==> config.mk <==
export PLATFORM = sky130hd
export DESIGN_NAME = condicionador_botao
export DESIGN_NICKNAME = d
export VERILOG_FILES = /design/src/rtl/condicionador_botao.sv
export SDC_FILE = /design/constraint.sdc
export NUM_CORES = 1
export LEC_CHECK = 0
export ABC_CLOCK_PERIOD_IN_PS = 4000
export BUFFER_PORTS_ARGS = -buffer_cell sky130_fd_sc_hd__buf_2
export CAP_MARGIN = 20
export CORE_UTILIZATION = 40
export CTS_CLUSTER_SIZE = 14
export DETAILED_ROUTE_END_ITERATION = 8
export SLEW_MARGIN = 10
export SYNTH_ARGS = -nofsm -noshare
export SYNTH_HDL_FRONTEND = slang
export SYNTH_SLANG_ARGS = --single-unit
==> constraint.sdc <==
create_clock -name clock -period 4 [get_ports clock]
set_input_delay 0.4 -clock clock [delete_from_list [all_inputs] [get_ports clock]]
set_output_delay 0.4 -clock clock [all_outputs]
set_load 0.02 [all_outputs]
==> src/rtl/condicionador_botao.sv <==
// Pedestrian button conditioner: synchronizer, debounce, rising-edge detect, sticky request until ack.
// Optional post-ack lockout (BLOQUEIO state) is built only when BOTAO_LOCKOUT_EN is defined.
module condicionador_botao #(
   parameter int DEB_CYCLES     = 1000,
   parameter int DEB_W          = 10,
   parameter int LOCKOUT_CYCLES = 20000,
   parameter int LCK_W          = 15
) (
   input  logic       clock,
   input  logic       reset,
   input  logic       botao_raw,
   input  logic       ack,
   output logic       pedido,
   output logic       pressionado,
   output logic [7:0] n_pedidos
);

   typedef enum logic [1:0] {
      IDLE     = 2'b00,
      PENDENTE = 2'b01,
      BLOQUEIO = 2'b10
   } estado_t;

   logic             s1;
   logic             s;
   logic             filtrado;
   logic             filtrado_d;
   logic             rise;
   logic             inc;
   logic [DEB_W-1:0] deb_cnt;
   estado_t          estado;
   estado_t          prox;

   // Parameter sanity: counters must be able to reach their terminal values.
   if (DEB_CYCLES < 2 || (DEB_CYCLES - 1) >= (1 << DEB_W)) begin : g_deb_chk
      $error("condicionador_botao: DEB_W too small for DEB_CYCLES");
   end
   if (LOCKOUT_CYCLES < 1 || (LOCKOUT_CYCLES - 1) >= (1 << LCK_W)) begin : g_lck_chk
      $error("condicionador_botao: LCK_W too small for LOCKOUT_CYCLES");
   end

   always_ff @(posedge clock or posedge reset) begin
      if (reset) begin
         s1 <= 1'b0;
         s  <= 1'b0;
      end else begin
         s1 <= botao_raw;
         s  <= s1;
      end
   end

   // A level change is accepted only after DEB_CYCLES consecutive differing samples.
   always_ff @(posedge clock or posedge reset) begin
      if (reset) begin
         filtrado <= 1'b0;
         deb_cnt  <= '0;
      end else if (s == filtrado) begin
         deb_cnt <= '0;
      end else if (deb_cnt == DEB_W'(DEB_CYCLES - 1)) begin
         filtrado <= s;
         deb_cnt  <= '0;
      end else begin
         deb_cnt <= deb_cnt + DEB_W'(1);
      end
   end

   always_ff @(posedge clock or posedge reset) begin
      if (reset) begin
         filtrado_d <= 1'b0;
      end else begin
         filtrado_d <= filtrado;
      end
   end

   assign rise = filtrado & ~filtrado_d;

`ifdef BOTAO_LOCKOUT_EN
   logic [LCK_W-1:0] lck_cnt;
   logic             lck_fim;

   assign lck_fim = (lck_cnt == LCK_W'(LOCKOUT_CYCLES - 1));

   always_ff @(posedge clock or posedge reset) begin
      if (reset) begin
         lck_cnt <= '0;
      end else if (estado == BLOQUEIO) begin
         lck_cnt <= lck_fim ? '0 : lck_cnt + LCK_W'(1);
      end else begin
         lck_cnt <= '0;
      end
   end
`endif

   always_ff @(posedge clock or posedge reset) begin
      if (reset) begin
         estado <= IDLE;
      end else begin
         estado <= prox;
      end
   end

   // Rises outside IDLE are dropped; ack wins over a simultaneous rise in PENDENTE.
   always_comb begin
      prox = estado;
      inc  = 1'b0;
      case (estado)
         IDLE: begin
            if (rise) begin
               prox = PENDENTE;
               inc  = 1'b1;
            end
         end
         PENDENTE: begin
            if (ack) begin
`ifdef BOTAO_LOCKOUT_EN
               prox = BLOQUEIO;
`else
               prox = IDLE;
`endif
            end
         end
`ifdef BOTAO_LOCKOUT_EN
         BLOQUEIO: begin
            if (lck_fim) begin
               prox = IDLE;
            end
         end
`endif
         default: prox = IDLE;
      endcase
   end

   always_ff @(posedge clock or posedge reset) begin
      if (reset) begin
         n_pedidos <= 8'd0;
      end else if (inc && (n_pedidos != 8'hFF)) begin
         n_pedidos <= n_pedidos + 8'd1;
      end
   end

   assign pedido      = (estado == PENDENTE);
   assign pressionado = filtrado;

endmodule

==> impl_metrics.tcl <==
set metrics [dict create \
    tns_ps 0 \
    grt_max_degree 24 \
    cts_setup_buffers 0 \
    num_antenna_cells 0 \
    synth_nets 102 \
    critical_path_class "reg -> reg" \
    slowest_delay_ps 530 \
    crit_family "compound AO/OA/AOI/OAI gates" \
    yosysTopAreaCell "dfrtp_1" \
    pwr_density_cell_nw_per_um2 304 \
    die_y_um 53.1 \
    hpwl_um 1370 \
    synthAdderAreaFrac 0.0239 \
    crit_buf_inv 0 \
    slowest_stage "o31ai_1" \
    dr.pass1.iters 4 \
    start_util 0.422 \
    yosysUniqueCellTypes 29 \
    core_area_um2 2480 \
    fin_crit_ps 1810 \
    antenna_left 0 \
    vias_per_cell 5.17 \
    setup_viol 0 \
    crit_fanout 4 \
    cts_buffer_depth 2 \
    rsz0062_at_grt "no" \
    peakVddDrop_uv 198 \
    drc 0 \
    relSlewSlack 0.449 \
    nets 120 \
    synth_xor_area_frac 0.0754 \
    h-tree-depth 1 \
    ys_ff_latch 23 \
    clkTransAtPathRegs_ps 130 \
    antenna_found_initial 0 \
    clkLatencyLatePin_ps 310 \
    tritoncts "done" \
    power_leakage_nw 0.552 \
    synth_cells 96 \
    fp.dieW_um 53.1 \
    crit_path_cell_trace "ha_1 > nand2_1 > o31ai_1 > mux2_2" \
    fin_crit_sh 0.452 \
    hold_class "in -> reg" \
    fmax_mhz 554 \
    overflow 0 \
    cts_resized 0 \
    drt-initial-drc-count 10 \
    drt_wl_total_um 1870 \
    grt_pass1_vias 695 \
    cts_root_buf "clkbuf_4" \
    setup_ws_ps 2190 \
    worst_pin_slew_ps 826 \
    synth_compound_area_frac 0.0718 \
    dieArea_um2 2820 \
    grt_first_pass_wirelength_um 3080 \
    numCtsBuffers 3 \
    clock_sinks 23 \
    layout_commonest_cell "dfrtp_1" \
    io_pins 14 \
    num_rows 18 \
    yosysWarnings 0 \
    hold_buffers 0 \
    drv_cap 0 \
    dpl_worst_slack_ps 2240 \
    synthTopCellsByArea "dfrtp_1 55%, nand3_1 4.3%, xor2_1 4.2%, nor2_1 3.9%, xnor2_1 3.3%" \
    status "complete, no violations" \
    nFillCells 245 \
    worstPathArrival_ps 2020 \
    required_ps 4220 \
    skew_ps 10.7 \
    yosysSeqAreaShare 0.550 \
    maxSlewViolCount 0 \
    mostFrequentLayoutCells "23 x dfrtp_1, 13 x buf_2, 11 x nor2_1, 9 x nand3_1, 6 x nand2_1" \
    hold_viol 0 \
    synth_top_family_by_area "simple AND/OR/NAND/NOR gates" \
    syn_area_um2 1050 \
    avgSynthCellArea_um2 10.9 \
    dr_total_vias 739 \
    end_kind "flip-flop" \
    synthMuxAreaShare 0.0526 \
    synth_top_area_share 0.550 \
    wl_per_cell_um 13.1 \
    synth_simple_gate_area_frac 0.212 \
    startpoint_type "flip-flop" \
    globalplace.congestion 0.701 \
    numPortBuffers 13 \
    layout-drive-gt1-share 0.212 \
    area_growth_syn_to_layout_pct 12.4 \
    grtUsageTotal 0.159 \
]
-- power breakdown --
| part | internal (mW) | leakage (nW) | switching (mW) | total, mW |
|---|---|---|---|---|
| Sequential | 0.236 | 0.314 | 0.00334 | 0.239 |
| Clock | 0.0374 | 0.0177 | 0.0679 | 0.105 |
| Combinational | 0.00424 | 0.220 | 0.00857 | 0.0128 |
| Total | 0.278 | 0.552 | 0.0799 | 0.357 |
-- final cells by class --
type                       count  area [um2]  share of cell area
sequential                    23         576               0.489
multi-input combinational     69         455               0.387
timing repair buffer          13        65.1              0.0553
tap                           30        37.5              0.0319
clock buffer                   3        22.5              0.0191
inverter                       4        15.0              0.0128
clock inverter                 1        5.00             0.00426
-- cells in the mapped netlist --
cell type	count
nand4_1	2
nor2_2	1
xnor2_1	4
or3_4	1
or3_1	1
o21ai_0	2
nor3_1	1
inv_1	4
and3_1	2
mux2_1	1
nor4b_1	1
xor2_1	5
mux2i_1	1
o211ai_1	2
o21bai_1	1
a31oi_1	4
nand2b_1	2
nand2_1	6
ha_1	2
nor4bb_1	1
or3b_4	1
a21oi_1	2
nor3b_1	1
mux2_2	3
nor2_1	11
or3b_2	1
nand3_1	9
dfrtp_1	23
o31ai_1	1
-- metrics by stage --
step	std cells	total power [mW]	util	hold WS [ps]	cell area, um2
6_report	143	0.357	0.475	179	1180
4_1_cts	143	0.364	0.475	168	1180
3_5_place_dp	139	0.257	0.464	342	1150
3_3_place_gp	139	0.257	0.464	338	1150
5_1_grt	143	0.373	0.475	163	1180
2_1_floorplan	96	0.252	-	331	1050
-- per-layer routing --
metal / global-route usage / part of all wire / up-vias / wire [um]
met1: 0.200 / 0.47 / 349 / 880
met5: 0 / 0 / - / 0
met4: 0.0921 / 0.019 / 0 / 35
li1: - / - / 372 / -
met3: 0.0345 / 0.030 / 4 / 57
met2: 0.251 / 0.48 / 14 / 899
-- path summary, 6_finish.rpt --
check	end	start	depth (start not counted)	slack [ps]
worst min register to register	s	s1	0	370
worst max-delay path	n_pedidos[1]	n_pedidos[0]	4	2190
min in group asynchronous	deb_cnt[4]	reset	2	220
max in group asynchronous	deb_cnt[6]	reset	2	3260
worst min-delay path	s1	botao_raw	1	180
worst max register to register	n_pedidos[1]	n_pedidos[0]	4	2190
-- sequential cells by signal, indices dropped and copies added (netlist names) --
name and count:
s1 1, s 1, pressionado 1, estado 1, deb_cnt 10, filtrado_d 1
n_pedidos 8
-- cell families after synthesis --
| logic type | count (synthesis) |
|---|---|
| AO/OA/AOI/OAI | 12 |
| AND/OR/NAND/NOR | 41 |
| adder cells (fa/ha/maj) | 2 |
| flip-flops | 23 |
| XOR/XNOR | 9 |
| multiplexers | 5 |
| buffers and inverters | 4 |
-- worst register-to-register path, cell delays in order, from the launching register on --
cell	delay, ps
dfrtp_1	430
ha_1	230
nand2_1	130
o31ai_1	530
mux2_2	390
Note: power is estimated with default switching activity, not from simulation.
